--- src/rtl/dds_pkg.sv ---
// Shared DDS definitions: load-state encoding and default datapath widths,
// common to the mealy controller and the sample reader.
package dds_pkg;
   localparam int DDS_DATA_W = 8;
   localparam int DDS_ADDR_W = 4;
   localparam int DDS_ACC_W  = 8;

   typedef enum logic [1:0] {
      ST_EMPTY   = 2'd0,
      ST_LOADING = 2'd1,
      ST_FULL    = 2'd2
   } load_state_e;
endpackage

--- src/rtl/dds_sample_reader_if.sv ---
// Controller <-> sample reader bus; the controller is the master, the reader
// is the slave that returns ram_full and the output sample stream.
interface dds_sample_reader_if #(
   parameter int DATA_W = 8,
   parameter int ADDR_W = 4
);
   logic              clear_ram;
   logic              write_ena;
   logic              tuning_ena;
   logic              phase_ena;
   logic [DATA_W-1:0] data_in;
   logic              ram_full;
   logic [ADDR_W:0]   fill_count;
   logic              overrun;
   logic [DATA_W-1:0] sample_out;
   logic              sample_valid;

   modport master (
      output clear_ram, write_ena, tuning_ena, phase_ena, data_in,
      input  ram_full, fill_count, overrun, sample_out, sample_valid
   );
   modport slave (
      input  clear_ram, write_ena, tuning_ena, phase_ena, data_in,
      output ram_full, fill_count, overrun, sample_out, sample_valid
   );
endinterface

--- src/rtl/dds_sample_ram.sv ---
// Simple dual-port sample memory: synchronous write, registered read.
// Contents are intentionally not reset.
module dds_sample_ram #(
   parameter int DATA_W = 8,
   parameter int ADDR_W = 4
) (
   input  logic              clk,
   input  logic              wr_en,
   input  logic [ADDR_W-1:0] wr_addr,
   input  logic [DATA_W-1:0] wr_data,
   input  logic              rd_en,
   input  logic [ADDR_W-1:0] rd_addr,
   output logic [DATA_W-1:0] rd_data
);
   localparam int DEPTH = 1 << ADDR_W;

   logic [DATA_W-1:0] mem [DEPTH];
   logic [DATA_W-1:0] rd_data_q;

   always_ff @(posedge clk) begin
      if (wr_en) mem[wr_addr] <= wr_data;
      if (rd_en) rd_data_q <= mem[rd_addr];
   end

   assign rd_data = rd_data_q;
endmodule

--- src/rtl/dds_sample_reader.sv ---
// DDS sample reader: loads the sample RAM, latches the tuning word and runs the
// phase accumulator, streaming RAM samples with a 2-cycle read latency.
module dds_sample_reader
   import dds_pkg::*;
#(
   parameter int                DATA_W = DDS_DATA_W,
   parameter int                ADDR_W = DDS_ADDR_W,
   parameter int                ACC_W  = DDS_ACC_W,
   parameter logic [ACC_W-1:0]  TW_RST = ACC_W'(1)
) (
   input  logic                clk,
   input  logic                reset,
   dds_sample_reader_if.slave  bus
);
   localparam int DEPTH = 1 << ADDR_W;

   load_state_e       state_q, state_d;
   logic [ADDR_W:0]   fill_q, fill_d;
   logic [ACC_W-1:0]  acc_q, acc_d;
   logic [ACC_W-1:0]  tw_q, tw_d;
   logic              overrun_q, overrun_d;
   logic [DATA_W-1:0] sample_out_q, sample_out_d;
   // [0]: RAM read data valid, [1]: output register valid
   logic [1:0]        vld_pipe_q, vld_pipe_d;

   logic              smp_wr, tw_ld, step, ram_we;
   logic [DATA_W-1:0] rd_data;

   always_comb begin
      smp_wr       = bus.write_ena & ~bus.tuning_ena;
      tw_ld        = bus.write_ena &  bus.tuning_ena;
      step         = bus.phase_ena & (state_q == ST_FULL) & ~bus.clear_ram;
      state_d      = state_q;
      fill_d       = fill_q;
      acc_d        = acc_q;
      tw_d         = tw_q;
      overrun_d    = 1'b0;
      ram_we       = 1'b0;
      vld_pipe_d   = {vld_pipe_q[0], step};
      sample_out_d = sample_out_q;

      // Step reads with the old tuning word even if a new one loads this cycle
      if (tw_ld) tw_d = ACC_W'(bus.data_in);
      if (step)  acc_d = acc_q + tw_q;

      if (bus.clear_ram) begin
         state_d    = ST_EMPTY;
         fill_d     = '0;
         acc_d      = '0;
         vld_pipe_d = '0;
      end else begin
         if (vld_pipe_q[0]) sample_out_d = rd_data;
         if (smp_wr) begin
            case (state_q)
               ST_EMPTY: begin
                  ram_we  = 1'b1;
                  fill_d  = (ADDR_W+1)'(1);
                  state_d = ST_LOADING;
               end
               ST_LOADING: begin
                  ram_we = 1'b1;
                  fill_d = fill_q + (ADDR_W+1)'(1);
                  if (fill_q == (ADDR_W+1)'(DEPTH-1)) state_d = ST_FULL;
               end
               default: overrun_d = 1'b1;
            endcase
         end
      end
   end

   always_ff @(posedge clk) begin
      if (reset) begin
         state_q      <= ST_EMPTY;
         fill_q       <= '0;
         acc_q        <= '0;
         tw_q         <= TW_RST;
         overrun_q    <= 1'b0;
         sample_out_q <= '0;
         vld_pipe_q   <= '0;
      end else begin
         state_q      <= state_d;
         fill_q       <= fill_d;
         acc_q        <= acc_d;
         tw_q         <= tw_d;
         overrun_q    <= overrun_d;
         sample_out_q <= sample_out_d;
         vld_pipe_q   <= vld_pipe_d;
      end
   end

   dds_sample_ram #(.DATA_W(DATA_W), .ADDR_W(ADDR_W)) u_ram (
      .clk     (clk),
      .wr_en   (ram_we & ~reset),
      .wr_addr (fill_q[ADDR_W-1:0]),
      .wr_data (bus.data_in),
      .rd_en   (step & ~reset),
      .rd_addr (acc_q[ACC_W-1 -: ADDR_W]),
      .rd_data (rd_data)
   );

   assign bus.ram_full     = (state_q == ST_FULL);
   assign bus.fill_count   = fill_q;
   assign bus.overrun      = overrun_q;
   assign bus.sample_out   = sample_out_q;
   assign bus.sample_valid = vld_pipe_q[1];
endmodule
--- src/flat_wrapper.sv ---
// flat-port wrapper written by rule: the top's interface ports become plain ports
module dds_sample_reader_flat import dds_pkg::*;
#(
   parameter int                DATA_W = DDS_DATA_W,
   parameter int                ADDR_W = DDS_ADDR_W,
   parameter int                ACC_W  = DDS_ACC_W,
   parameter logic [ACC_W-1:0]  TW_RST = ACC_W'(1)
)
  (clk, reset, bus_clear_ram, bus_write_ena, bus_tuning_ena, bus_phase_ena, bus_data_in, bus_ram_full, bus_fill_count, bus_overrun, bus_sample_out, bus_sample_valid);
  dds_sample_reader_if #(.DATA_W(DATA_W), .ADDR_W(ADDR_W)) bus_i ();
  input  logic clk;
  input  logic reset;
  input wire logic [$bits(bus_i.clear_ram)-1:0] bus_clear_ram;
  input wire logic [$bits(bus_i.write_ena)-1:0] bus_write_ena;
  input wire logic [$bits(bus_i.tuning_ena)-1:0] bus_tuning_ena;
  input wire logic [$bits(bus_i.phase_ena)-1:0] bus_phase_ena;
  input wire logic [$bits(bus_i.data_in)-1:0] bus_data_in;
  output wire logic [$bits(bus_i.ram_full)-1:0] bus_ram_full;
  output wire logic [$bits(bus_i.fill_count)-1:0] bus_fill_count;
  output wire logic [$bits(bus_i.overrun)-1:0] bus_overrun;
  output wire logic [$bits(bus_i.sample_out)-1:0] bus_sample_out;
  output wire logic [$bits(bus_i.sample_valid)-1:0] bus_sample_valid;
  assign bus_i.clear_ram = bus_clear_ram;
  assign bus_i.write_ena = bus_write_ena;
  assign bus_i.tuning_ena = bus_tuning_ena;
  assign bus_i.phase_ena = bus_phase_ena;
  assign bus_i.data_in = bus_data_in;
  assign bus_ram_full = bus_i.ram_full;
  assign bus_fill_count = bus_i.fill_count;
  assign bus_overrun = bus_i.overrun;
  assign bus_sample_out = bus_i.sample_out;
  assign bus_sample_valid = bus_i.sample_valid;
  dds_sample_reader #(.DATA_W(DATA_W), .ADDR_W(ADDR_W), .ACC_W(ACC_W), .TW_RST(TW_RST)) u_core (.clk(clk), .reset(reset), .bus(bus_i));
endmodule
--- config.mk ---
export PLATFORM = sky130hd
export DESIGN_NAME = dds_sample_reader_flat
export DESIGN_NICKNAME = d
export VERILOG_FILES = /design/src/rtl/dds_pkg.sv /design/src/rtl/dds_sample_reader_if.sv /design/src/rtl/dds_sample_ram.sv /design/src/rtl/dds_sample_reader.sv /design/src/flat_wrapper.sv
export SDC_FILE = /design/constraint.sdc
export NUM_CORES = 1
export LEC_CHECK = 0
export ABC_AREA = 1
export CAP_MARGIN = 20
export CORE_ASPECT_RATIO = 2
export CORE_MARGIN = 2
export CORE_UTILIZATION = 43
export DETAILED_ROUTE_END_ITERATION = 16
export GPL_TIMING_DRIVEN = 1
export HOLD_SLACK_MARGIN = 0.03
export PLACE_DENSITY = 0.58
export RECOVER_POWER = 25
export SETUP_SLACK_MARGIN = 0.02
export SLEW_MARGIN = 30
export SYNTH_ARGS = -nofsm -noshare
export SYNTH_HDL_FRONTEND = slang
export SYNTH_SLANG_ARGS = --single-unit
--- constraint.sdc ---
create_clock -name clk -period 5.4 [get_ports clk]
set_input_delay 1.62 -clock clk [delete_from_list [all_inputs] [get_ports clk]]
set_output_delay 1.62 -clock clk [all_outputs]
set_load 0.005 [all_outputs]
==> key figures, run 1 <==
GRT
  • Largest net degree at the start of global routing: 83
  • Overflow after GRT: 0
  • Antenna violations before repair: 0
  • Vias in the first global route: 4,743
  • Global-route wire length before repair: 25,800 microns
  • All-Layer GR Usage: 20.7%

Yosys
  • Post-synth EDFFs: 136
  • Synth Flop Type: edfxtp_1
  • Synth Net Count: 664
  • Post-Syn Area: 7070 sq um
  • Commonest cells post-synth: nor2_1, edfxtp_1, o21ai_0, nand2_1, inv_1
  • Synthesis-stage register bit count: 170
  • Yosys cell types: 32
  • Avg Cell Area, Syn: 11.1 sq um
  • Asr flop ratio synth: 0%
  • Ys Warns: 0
  • Yosys top cell by area: edfxtp_1
  • Top-area cell type share of the netlist area: 57.8%
  • Syn Inst Count: 637
  • Most common cell in the netlist: nor2_1
  • Synth area leaders: edfxtp_1, dfxtp_1, nor2_1
  • Sequential share of the synthesized area: 67.4%

Cells and area
  • Fraction of layout instances using a drive strength above 1: 5.94%
  • Final Core Density: 49.8%
  • P&R area growth vs syn: 14.0%
  • Design Area, Final: 8060 sq um
  • Diodes inserted: 0
  • Filler Cell Count: 1,507
  • Fin nets: 687

Outcome
  • Failing checks: max-capacitance violations, max-slew violations
  • Status: complete, but fails checks

CTS
  • Postcts setup bufs: 0
  • CTS Sinks: 170
  • Clock root cell: clkbuf_16
  • Clock Latency Late Sink: 0.42 ns
  • Post-CTS Hold Buffers: 0
  • H-tree Lvls: 4
  • Bufs on Longest Clock Path: 2
  • CTS buffer count: 17
  • Worst-path clk slew: 0.06 ns
  • CTS tree: built
  • Post-CTS resize count: 0

Placed design
  • Cell Area, Placed: 7470 sq um
  • Detailed Place HPWL: 12,200 microns
  • Final GP Congestion: 0.983
  • # port buffers: 29

Hold path
  • Hold path start: u_core.bus.sample_out[6]$_SDFFE_PP0P_
  • Worst Hold Class: register to register
  • WHS Path Cells: 2
  • Hold worst-path end: u_core.bus.sample_out[6]$_SDFFE_PP0P_

STA
  • Maximum clock rate: 0.235 GHz
  • Worst Tran Pin Value: 1.63 ns
  • Clk_skew: 0.0113 ns
  • Slew Limit Fails: 37
  • RSZ-0062 raised after global routing: no
  • Min Tclk post-route: 4.25 ns
  • Slew HR: -8.97%
  • Total negative slack: 0 ns
  • # setup viols final: 0
  • Tcrit/Tclk final: 78.7%
  • Hold Vio Cnt, Final: 0

Power and ir drop
  • Power Dens Cells: 335 nW/um^2
  • Lkg Pwr: 2.78 nW
  • VDD IR-drop max: 194 uV

Critical path
  • Reg-to-Reg Start: u_core.acc_q[5]$_SDFFE_PP0P_
  • Worst Reg2Reg Path Length in Cells: 6
  • Slowest cell on crit path: nor2_1
  • R2R Setup Slk: 1.83 ns
  • Worst r2r dst: u_core.u_ram.rd_data[5]$_DFFE_PP_
  • Critical Path AT: 4.30 ns
  • Critical-path maximum fanout: 10
  • CP peak stage delay: 0.62 ns
  • Worst Setup Start Kind: primary input
  • Most frequent CP cell: nor2_1
  • Critical path type: primary input to register
  • Worst-path cell chain: dlygate4sd3_1 -> nor2_1 -> inv_1 -> nor2_2 -> nand2_1 -> nor2_1
  • CP endpoint kind: register
  • Worst endpoint required time: 5.45 ns

Floorplan
  • Io pins: 30
  • Die X: 94.6 microns
  • Core Box Area: 16,200 sq um
  • Die height: 185 microns
  • Starting density of the core: 43.7%
  • Die area: 17,500 sq um
  • Cell row count: 66

Flow run
  • Maxcap violations: 1

Routing
  • Final wirelength: 17,600 microns
  • Vias per inst: 5.40
  • Routed Antenna Nets: 0
  • Routed WL per cell: 20.1 microns
  • DRC viols: 0
  • Drt initial violations: 271
  • Via Count: 4,738
  • DR pass1 iterations: 5
==> cell type report <==
class                           instances  area [sq um]  share of cell area, %
Sequential cell                       170          4770                   59.2
Multi-Input combinational cell        389          1940                   24.0
Clock buffer                           21           514                   6.38
Timing Repair Buffer                   31           302                   3.74
Tap cell                              204           255                   3.17
Inverter                               51           191                   2.38
Clock inverter                         11          91.3                   1.13
==> routing by layer <==
metal  global-route usage [%]  wire (microns)  vias up
li1                         -               -     2262
met1                     20.1            6320     2312
met2                     39.8            9880      124
met3                     3.17             569       40
met4                     11.7             844        0
met5                        0               0        -
==> how the worst max path moves through the flow <==
stage	startpoint	end	slack (ns)	cells after the start
global route	bus_clear_ram	u_core.u_ram.mem[9][2]$_DFFE_PP_	1.00	6
detailed placement	bus_clear_ram	u_core.u_ram.mem[2][6]$_DFFE_PP_	1.37	6
CTS	bus_clear_ram	u_core.u_ram.mem[8][4]$_DFFE_PP_	1.80	6
global placement	bus_clear_ram	u_core.u_ram.mem[8][2]$_DFFE_PP_	1.40	6
finish	bus_clear_ram	u_core.u_ram.mem[8][4]$_DFFE_PP_	1.15	6
floorplan	bus_clear_ram	u_core.u_ram.mem[0][0]$_DFFE_PP_	2.52	5
==> kinds of logic (layout without fill, tap and decap cells) <==
group           Yosys count  in the layout  share of synthesized area [%]
buf+inv                  78            114                           4.99
fa+ha+maj                13             13                           2.41
flops                   170            170                           67.4
xor+xnor                  2              2                          0.248
compound gates          130            130                           10.6
simple gates            244            244                           14.4
==> registers in the layout (all words and copies together) (netlist names) <==
signal,flops
u_core.tw_q,8
u_core.vld_pipe_q,2
u_core.acc_q,8
u_core.bus.fill_count,5
u_core.bus.overrun,1
u_core.state_q,2
u_core.u_ram.rd_data,8
u_core.u_ram.mem,128
u_core.bus.sample_out,8
==> worst max-delay path, delay by kind of cell <==
kind          cells  cell delay [ns]
simple gates      4             1.67
buf+inv           2             0.99
==> report_power, final <==
group / switching [W] / internal, W
sequential: 0.00000389 / 0.00142
combinational: 0.0000494 / 0.0000198
clock: 0.000513 / 0.000696
==> cells in the final DEF, fill, tap and decap left out, types with 2 or more instances in the layout <==
cell	Yosys	final
a21oi_1	17	17
nand2_1	52	52
clkdlybuf4s50_1	0	24
clkinv_4	0	2
clkinv_1	1	2
dlygate4sd3_1	0	5
edfxtp_1	136	136
inv_6	0	6
ha_1	12	12
nor2_2	2	2
inv_1	47	49
o21ai_1	5	5
a211oi_1	1	2
or2_2	2	2
o211ai_1	32	32
clkbuf_16	0	20
nand3_1	39	39
nand3b_1	4	4
nor3_1	4	4
dfxtp_1	34	33
o21ai_0	71	71
nor2_1	137	138
==> through the flow <==
step	setup slack (ns)	hold WS, ns	total power, W	cells
2_1_floorplan	2.52	0.448	0.00148	637
3_3_place_gp	1.40	0.464	0.00152	845
3_5_place_dp	1.37	0.480	0.00152	845
4_1_cts	1.80	0.494	0.00272	877
5_1_grt	1.00	0.524	0.00278	877
6_report	1.15	0.483	0.00270	877
(Power assumes the default switching activity.)
==> run 2, diff against run 1 <==
==> constraint.sdc (replaced) <==
create_clock -name clk -period 4.15 [get_ports clk]
set_input_delay 1.245 -clock clk [delete_from_list [all_inputs] [get_ports clk]]
set_output_delay 1.245 -clock clk [all_outputs]
set_load 0.005 [all_outputs]
==> run 2 against run 1 <==
- the flow now finishes without violations
- clock skew hardly changed
- highest routed layer unchanged
- sequential share of layout area is 0.35 points lower
- via count is 0.38% lower
- sequential power is 30% higher
- flip-flop and latch count stayed put
- combinational power is 29% higher
- global-route usage is 0.60 points higher
- largest cell class unchanged
- critical path type unchanged
- die area stayed put
- routed wire length hardly changed
==> key figures, run 2 (synthesis gave the netlist of run 1 again) <==
CTS
  • CTS Sinks: 170 (unchanged)
  • Clock Latency Late Sink: 0.43 ns (about the same)
  • Post-CTS Hold Buffers: 0 (unchanged)
  • Post-CTS resize count: 0 (unchanged)
  • Postcts setup bufs: 0 (unchanged)
  • CTS tree: built
  • Bufs on Longest Clock Path: 2 (unchanged)
  • Clock root cell: clkbuf_16
  • H-tree Lvls: 4 (unchanged)
  • Worst-path clk slew: 0.07 ns (about the same)
  • CTS buffer count: 17 (unchanged)

Outcome
  • Status: finished, final reports clean

Power and ir drop
  • Power Dens Cells: 449 nW/um^2 (+34%)
  • VDD IR-drop max: 293 uV (+51%)
  • Lkg Pwr: 2.80 nW (+0.54%)

Routing
  • Routed Antenna Nets: 0 (unchanged)
  • Routed WL per cell: 20.0 microns (-0.25%)
  • DR pass1 iterations: 7 (+2)
  • Via Count: 4,720 (-0.38%)
  • Vias per inst: 5.37 (-0.61%)
  • Final wirelength: 17,600 microns (about the same)
  • DRC viols: 0 (unchanged)
  • Drt initial violations: 273 (+0.74%)

Cells and area
  • Filler Cell Count: 1,490 (-1.1%)
  • Max FFs per register: 128 (unchanged)
  • Fraction of layout instances using a drive strength above 1: 6.37% (+0.43 points)
  • P&R area growth vs syn: 14.7%
  • Fin nets: 689 (+0.29%)
  • Design Area, Final: 8100 sq um (+0.59%)
  • Most frequent cells in the layout: nor2_1, edfxtp_1, o21ai_0
  • Biggest register: u_core.u_ram.mem
  • Commonest non-fill, non-tap cell in the layout: nor2_1
  • Diodes inserted: 0 (unchanged)

Floorplan
  • Die X: 94.6 microns (unchanged)
  • Die area: 17,500 sq um (unchanged)
  • Cell row count: 66 (unchanged)
  • Die height: 185 microns (unchanged)
  • Io pins: 30 (unchanged)
  • Starting density of the core: 43.7% (unchanged)
  • Core Box Area: 16,200 sq um (unchanged)

GRT
  • Antenna violations before repair: 0 (unchanged)
  • Vias in the first global route: 4,791 (+1.0%)
  • Overflow after GRT: 0 (unchanged)
  • Global-route wire length before repair: 26,600 microns (+3.2%)
  • Largest net degree at the start of global routing: 61 (-27%)
  • All-Layer GR Usage: 21.3% (+0.60 points)

Placed design
  • # port buffers: 29 (unchanged)
  • Cell Area, Placed: 7480 sq um (+0.20%)
  • Detailed Place HPWL: 12,300 microns (+0.80%)
  • Final GP Congestion: 0.947 (-3.7%)

STA
  • Min Tclk post-route: 3.32 ns
  • Worst hold margin: 0.484 ns (+0.000898 ns)
  • Total negative slack: 0 ns (unchanged)
  • Worst Tran Pin Value: 0.933 ns (-0.701 ns)
  • Clk_skew: 0.0112 ns (-0.000141 ns)
  • Slew HR: 37.6% (+47 points)
  • # setup viols final: 0 (unchanged)
  • RSZ-0062 raised after global routing: no
  • Slew Limit Fails: 0 (-100%)
  • Maximum clock rate: 0.301 GHz
  • Hold Vio Cnt, Final: 0 (unchanged)
  • Tcrit/Tclk final: 80.0%

Critical path
  • CP endpoint kind: register
  • Worst endpoint required time: 4.21 ns (-1.24 ns)
  • Most frequent CP cell: nor2_1
  • Worst Setup Start Kind: primary input
  • CP peak stage delay: 0.60 ns (-0.02 ns)
  • Critical-path maximum fanout: 9 (-1)
  • Critical path type: primary input to register
  • Slowest cell on crit path: dlygate4sd3_1
  • Critical Path AT: 3.38 ns (-0.92 ns)
  • Worst Reg2Reg Path Length in Cells: 10 (+4)
  • Worst-path cell chain: dlygate4sd3_1 -> nor2_1 -> clkbuf_1 -> nand2_1 -> nor2_1

Flow run
  • Maxcap violations: 0 (-1)

Hold path
  • WHS Path Cells: 2 (unchanged)
  • Worst Hold Class: register to register
run 2: cell types whose count changed in the layout (fill, tap and decap cells not counted), sizes merged:
cell	before	now
inv	58	54
clkdlybuf4s50	24	23
buf	1	2
clkbuf	22	20
dlygate4sd3	5	6
clkinv	4	7
bufinv	0	4
run 2: through the flow:
step	instances	worst slack [ns]	utilization (%)	power (W)
2_1_floorplan	637	1.64	-	0.00192
3_3_place_gp	847	0.797	46.2	0.00198
3_5_place_dp	847	0.744	46.2	0.00198
4_1_cts	879	1.19	50.2	0.00366
5_1_grt	879	0.724	50.1	0.00374
6_report	879	0.831	50.1	0.00363
run 2: power breakdown:
group / internal [W] / switching (W)
combinational: 0.0000259 / 0.0000637
clock: 0.00102 / 0.000674
sequential: 0.00184 / 0.00000493
run 2: worst max-delay path: cells and delay by family:
family | cells | cell delay, ns
and+or+nand+nor | 3 | 1.14
buffers and inverters | 2 | 0.99
run 2: cell type report:
cell class	count	area [sq um]	share of cell area (%)
Sequential cell	170	4770	58.8
Multi-Input combinational cell	389	1940	23.9
Clock buffer	18	429	5.30
Timing Repair Buffer	33	313	3.86
Tap cell	204	255	3.15
Clock inverter	14	208	2.56
Inverter	51	191	2.36
run 2: worst paths after layout:
| check | from | end | slack [ns] |
|---|---|---|---|
| setup / recovery | bus_clear_ram | u_core.u_ram.mem[15][0]$_DFFE_PP_ | 0.83 |
| setup reg to reg | u_core.acc_q[4]$_SDFFE_PP0P_ | u_core.acc_q[7]$_SDFFE_PP0P_ | 1.91 |
| hold / removal | u_core.tw_q[0]$_SDFFE_PP1P_ | u_core.tw_q[0]$_SDFFE_PP1P_ | 0.48 |
| hold reg to reg | u_core.tw_q[0]$_SDFFE_PP1P_ | u_core.tw_q[0]$_SDFFE_PP1P_ | 0.48 |
run 2: per-layer routing:
| metal | vias up | global-route usage, % | wire length [microns] | share of wire [%] |
|---|---|---|---|---|
| met5 | - | 0 | 0 | 0 |
| met4 | 0 | 11.7 | 877 | 5.0 |
| met2 | 141 | 39.7 | 9980 | 57 |
| li1 | 2277 | - | - | - |
| met3 | 45 | 4.11 | 657 | 3.7 |
| met1 | 2257 | 21.4 | 6090 | 35 |
